[src/rtl/fpnew_sdotp_result_buffer.sv]
// Elastic result FIFO behind the SDOTP wrapper: valid/ready toward the lane collector,
// sticky exception flags from unmasked pops, and back-pressure toward issue.
module fpnew_sdotp_result_buffer #(
    parameter int unsigned Width    = 64,
    parameter int unsigned Depth    = 2,
    parameter int unsigned TagWidth = 4
) (
    input  logic                         clk_i,
    input  logic                         rst_ni,
    input  logic                         flush_i,
    input  logic                         in_valid_i,
    output logic                         in_ready_o,
    input  logic [Width-1:0]             in_result_i,
    input  logic [4:0]                   in_status_i,
    input  logic                         in_ext_bit_i,
    input  logic                         in_mask_i,
    input  logic [TagWidth-1:0]          in_tag_i,
    output logic                         out_valid_o,
    input  logic                         out_ready_i,
    output logic [Width-1:0]             out_result_o,
    output logic [4:0]                   out_status_o,
    output logic                         out_ext_bit_o,
    output logic                         out_mask_o,
    output logic [TagWidth-1:0]          out_tag_o,
    output logic [4:0]                   fflags_o,
    input  logic                         fflags_clr_i,
    output logic [$clog2(Depth+1)-1:0]   usage_o
);

    localparam int unsigned CntW   = $clog2(Depth + 1);
    localparam int unsigned PtrW   = (Depth > 1) ? $clog2(Depth) : 1;
    localparam int unsigned EntryW = Width + 5 + 1 + 1 + TagWidth;

    logic [EntryW-1:0] mem_q [Depth];
    logic [PtrW-1:0]   wptr_q, rptr_q;
    logic [CntW-1:0]   count_q;
    logic [4:0]        fflags_q, fflags_d;
    logic [EntryW-1:0] wdata, head;
    logic              push, pop;

    function automatic logic [PtrW-1:0] ptr_inc(input logic [PtrW-1:0] p);
        // Explicit wrap so non-power-of-two depths work.
        return (p == PtrW'(Depth - 1)) ? '0 : p + PtrW'(1);
    endfunction

    assign in_ready_o  = (count_q < CntW'(Depth));
    assign out_valid_o = (count_q != '0);
    assign push        = in_valid_i && in_ready_o && !flush_i;
    assign pop         = out_valid_o && out_ready_i;

    assign wdata = {in_result_i, in_status_i, in_ext_bit_i, in_mask_i, in_tag_i};
    assign head  = out_valid_o ? mem_q[rptr_q] : '0;
    assign {out_result_o, out_status_o, out_ext_bit_o, out_mask_o, out_tag_o} = head;

    always_comb begin
        fflags_d = fflags_clr_i ? 5'b0 : fflags_q;
        if (pop && out_mask_o) begin
            fflags_d = fflags_d | out_status_o;
        end
    end

    always_ff @(posedge clk_i or negedge rst_ni) begin
        if (!rst_ni) begin
            wptr_q   <= '0;
            rptr_q   <= '0;
            count_q  <= '0;
            fflags_q <= '0;
        end else begin
            fflags_q <= fflags_d;
            if (flush_i) begin
                wptr_q  <= '0;
                rptr_q  <= '0;
                count_q <= '0;
            end else begin
                if (push) wptr_q <= ptr_inc(wptr_q);
                if (pop)  rptr_q <= ptr_inc(rptr_q);
                case ({push, pop})
                    2'b10:   count_q <= count_q + CntW'(1);
                    2'b01:   count_q <= count_q - CntW'(1);
                    default: count_q <= count_q;
                endcase
            end
        end
    end

    always_ff @(posedge clk_i or negedge rst_ni) begin
        if (!rst_ni) begin
            for (int i = 0; i < Depth; i++) begin
                mem_q[i] <= '0;
            end
        end else if (push) begin
            mem_q[wptr_q] <= wdata;
        end
    end

    assign fflags_o = fflags_q;
    assign usage_o  = count_q;

endmodule
[config.mk]
export PLATFORM = sky130hd
export DESIGN_NAME = fpnew_sdotp_result_buffer
export DESIGN_NICKNAME = d
export VERILOG_FILES = /design/src/rtl/fpnew_sdotp_result_buffer.sv
export SDC_FILE = /design/constraint.sdc
export NUM_CORES = 1
export LEC_CHECK = 0
export ABC_AREA = 1
export BUFFER_PORTS_ARGS = -buffer_cell sky130_fd_sc_hd__buf_2
export CORE_MARGIN = 5
export CORE_UTILIZATION = 38
export DETAILED_ROUTE_END_ITERATION = 8
export GPL_ROUTABILITY_DRIVEN = 0
export HOLD_SLACK_MARGIN = 0.08
export PLACE_DENSITY_LB_ADDON = 0.08
export SYNTH_ARGS = -nofsm -noshare
export SYNTH_HDL_FRONTEND = slang
export SYNTH_SLANG_ARGS = --single-unit
[constraint.sdc]
create_clock -name clk_i -period 2.3 [get_ports clk_i]
set_input_delay 0.23 -clock clk_i [delete_from_list [all_inputs] [get_ports clk_i]]
set_output_delay 0.23 -clock clk_i [all_outputs]
set_load 0.01 [all_outputs]
**Word-level counts from Yosys, hierarchy flattened**

Index checks and enable logic that the tools add are counted.

- Bits of input ports: 81
- Bits in registers: 159
- Output and inout bits: 84

- Reduce and logical (&&, ||, !) cells: 10
- Equal/unequal tests: 2
- $lt $le $gt $ge: 4
- Bitwise gates (word level): 3
- $add $sub $neg: 4
- Mux-type cells: 17

Operators with widths:

| kind | count |
|---|---|
| 75-bit 2-to-1 mux | 5 |
| 150-bit bitwise mux | 1 |
| 75-bit demux with 1-bit select | 1 |
| 5-bit 2-to-1 mux | 2 |
| 1-bit 2-to-1 mux | 6 |
| 2-bit nonzero test | 3 |
| 1-bit logical AND | 5 |
| 5-bit bitwise OR | 1 |
| 2-bit >= comparator, second input constant | 2 |
| 1-bit inverter with 2-bit output | 2 |
| 2-bit case mux with 2 select lines | 1 |
| 3-bit nonzero test | 1 |
| 1-bit adder, second input constant | 2 |
| 2-bit by 1-bit adder with 2-bit output, second input constant | 1 |
| 2-bit by 1-bit == test with 1-bit output, second input constant | 1 |
| 2-bit == test, second input constant | 1 |
| 2-bit by 1-bit < comparator with 1-bit output, second input constant | 1 |
| 2-bit < comparator, second input constant | 1 |
| 2-bit 2-to-1 mux | 1 |
| 2-bit by 1-bit subtractor with 2-bit output, second input constant | 1 |
| 1-bit logical NOT | 1 |

**Longest topological paths before layout**

- Depth after elaboration: 7
- Mapped depth: 8

**Least setup slack after synthesis**

Ideal clock, no wire load.

- Path type: register -> output
- Start point: register count_q[1] (netlist: usage_o[1])
- End point: output port out_result_o[49]
- Arrival time: 1.192 ns
- Stages on the path, launching flop included: 5
- Slack: 0.878 ns
- Path through: dfrtp_1 nor2_2 buf_2 buf_2 a21oi_1

- Cells in the longest elaborated chain, start to end: 2

RTL lines:

| what | line | source |
|---|---|---|
| from (decl) | 36 | `logic [CntW-1:0] count_q;` |
| from (signal assigned) | 78 | `2'b10: count_q <= count_q + CntW'(1);` |
| from (signal assigned) | 79 | `2'b01: count_q <= count_q - CntW'(1);` |
| from (signal assigned) | 80 | `default: count_q <= count_q;` |
| 2-bit nonzero test | 47 | `assign out_valid_o = (count_q != '0);` |
| 75-bit 2-to-1 mux | 52 | `assign head = out_valid_o ? mem_q[rptr_q] : '0;` |
| to (decl) | 20 | `output logic [Width-1:0] out_result_o,` |

Every way passes these cells.

**Worst setup path in the final report**

- Start point: register rptr_q
- End point: output port out_result_o[11]

- Cells in the longest elaborated chain, start to end: 5

RTL lines:

| what | line | source |
|---|---|---|
| from (decl) | 35 | `logic [PtrW-1:0] wptr_q, rptr_q;` |
| from (signal assigned) | 76 | `if (pop) rptr_q <= ptr_inc(rptr_q);` |
| 1-bit inverter with 2-bit output (not written as such) | 52 |  |
| 75-bit 2-to-1 mux (not written as such) (3 in a row) | 52 |  |
| 75-bit 2-to-1 mux | 52 |  |

Every way passes these cells. The select of a mux whose other input is x is not followed.

==> impl_metrics.env <==
export IMPL_status="completed"
export IMPL_cts_root_buffer="clkbuf_16"
export IMPL_vias=6058
export IMPL_slew_viol_final=0
export IMPL_ys_types=22
export IMPL_clk_path_buf_depth=2
export IMPL_cts_tree="done"
export IMPL_worstMarginPinSlew_ps=767.8
export IMPL_viasPerCell=4.521
export IMPL_setup_tns_final_ps=0
export IMPL_hold_start="in_status_i[2]"
export IMPL_r2r_start="usage_o[1]"
export IMPL_final_cell_mix="nand2_1 (308), buf_2 (163), dfrtp_1 (158)"
export IMPL_detail_route_first_pass_iterations=5
export IMPL_grt_pass1_wl_um=31010
export IMPL_nets=1148
export IMPL_setup_viol=0
export IMPL_peakVddDrop_v=0.0005354
export IMPL_synth_top_cell_by_area="dfrtp_1"
export IMPL_cts_sinks=159
export IMPL_hpwl_um=12100
export IMPL_path_class="register to output pin"
export IMPL_finalPower_w=0.01258
export IMPL_grt_max_degree=82
export IMPL_post_route_min_period_ps=2030
export IMPL_ys_seq_elements=159
export IMPL_cts_buffers_inserted=17
export IMPL_synth_nets=945
export IMPL_layout_commonest_cell="nand2_1"
export IMPL_fmax_mhz=492.6
export IMPL_antenna_found_initial=1
export IMPL_ios=165
export IMPL_wirelength_um=18900
export IMPL_num_rows=50
export IMPL_fill_cells=1838
export IMPL_postSynthAreaPerCell_um2=8.482
export IMPL_fin_crit_sh_pct=88.26
export IMPL_crit_required_ps=2070
export IMPL_cp_max_fo=30
export IMPL_die_w_um=148.9
export IMPL_postSynthCellCount=864
export IMPL_insertion_delay_ps=420
export IMPL_fin_area_um2=9513
export IMPL_cap_violations=0
export IMPL_yosys_warnings=0
export IMPL_yosysSeqAreaShare_pct=54.29
export IMPL_dieArea_um2=22160
export IMPL_htreeDepth=4
export IMPL_syn_area_um2=7328
export IMPL_grt_pass1_vias=5996
export IMPL_start_kind="register"
export IMPL_end_kind="output pin"
export IMPL_p_leak_nw=4.960
export IMPL_drt_iter0_drc=270
export IMPL_placed_cell_area_um2=8284
export IMPL_p_per_area_nw_per_um2=1323
export IMPL_grt_ovfl_total=0
export IMPL_grt_usage_pct=17.44
export IMPL_diodes=0
export IMPL_die_y_um=148.9
export IMPL_synth_area_leaders="dfrtp_1 (54%), nand2_1 (16%), o21ai_0 (7.9%)"
export IMPL_min_path_type="primary input to register"
export IMPL_initial_core_util_pct=38.92
export IMPL_hold_violations=0
export IMPL_rsz0062_at_grt="false"
export IMPL_worstPathArrival_ps=1800
export IMPL_routedWlPerCell_um=14.10
export IMPL_clk_pin_slew_ps=60
export IMPL_drive_gt1_share_pct=24.54
export IMPL_critPathLaunch="rptr_q"
export IMPL_fp_coreArea_um2=18830
export IMPL_post_cts_resized=0
export IMPL_area_growth_pct=29.81
export IMPL_slew_headroom_pct=48.81
export IMPL_cts_setup_buffers=0
export IMPL_drc=0
export IMPL_ant_nets=0
export IMPL_ctsHoldBuffers=57
export IMPL_numPortBuffers=164
export IMPL_finClkSkew_ps=8.357
export IMPL_synth_top_area_share_pct=54.29
[sequential cells by signal, summed over array words and instances, names as in the netlist]
register and count:
wptr_q 1, usage_o 2, mem_q 150, fflags_o 5
rptr_q 1
[cell families after synthesis]
| kind of cell | count (synthesis) | synth area share, % |
|---|---|---|
| AOI/OAI and AO/OA | 230 | 17.35 |
| buffers and inverters | 144 | 10.40 |
| DFF | 159 | 54.29 |
| and+or+nand+nor | 331 | 17.96 |
[layer usage]
| layer | global-route usage, % | wire length (um) |
|---|---|---|
| met1 | 24.16 | 9033 |
| met2 | 26.94 | 8439 |
| met3 | 4.619 | 1150 |
| met4 | 5.355 | 262 |
| met5 | 0 | 11 |
[through the flow]
stage                     utilization [%]  instances  setup slack [ps]  hold WS [ps]
after floorplan                         -        864             878.2        -65.59
after global placement              43.99       1251             599.7         233.7
after detailed placement            43.99       1251             578.5         238.7
after CTS                           50.52       1340             206.6         80.19
after global routing                50.52       1340             130.6         90.16
final                               50.52       1340             270.0         93.83
[Yosys cell counts (all sizes together)]
cell      n
nor2      2
clkbuf   16
buf      39
a21oi    71
or2      10
dfrtp   159
nand3     9
nand2   310
o21ai   159
inv      89
[cell type report]
type | count | area (um2) | area share, %
clock buffer | 17 | 425.4 | 4.472
sequential | 159 | 3980 | 41.84
tap | 260 | 325.3 | 3.420
timing repair buffer | 239 | 1620 | 17.03
clock inverter | 15 | 232.7 | 2.446
inverter | 89 | 336.6 | 3.538
multi-input combinational | 561 | 2592 | 27.25
[report_power, final]
group          leakage [nW]  internal (W)  switching [W]  total, W
registers              1.99       0.00413       0.000679   0.00481
clock network         0.319       0.00195        0.00118   0.00312
logic                  2.65       0.00187        0.00279   0.00465
[worst max-delay path, cell delays in order (launching register included)]
cell     delay (ps)
dfrtp_2         430
inv_2           250
buf_12          240
nand2_1          80
a21oi_1         210
buf_2           180
[path summary, 6_finish.rpt]
check | endpoint | slack (ps) | cells past startpoint
max in group asynchronous | mem_q[114] | 1230 | 3
max reg2reg | mem_q[6] | 600 | 7
min reg2reg | mem_q[82] | 470 | 2
min in group asynchronous | mem_q[15] | 350 | 2
min | mem_q[8] | 90 | 3
max | out_result_o[11] | 270 | 5
No activity file was read; power rests on OpenSTA's default activity.
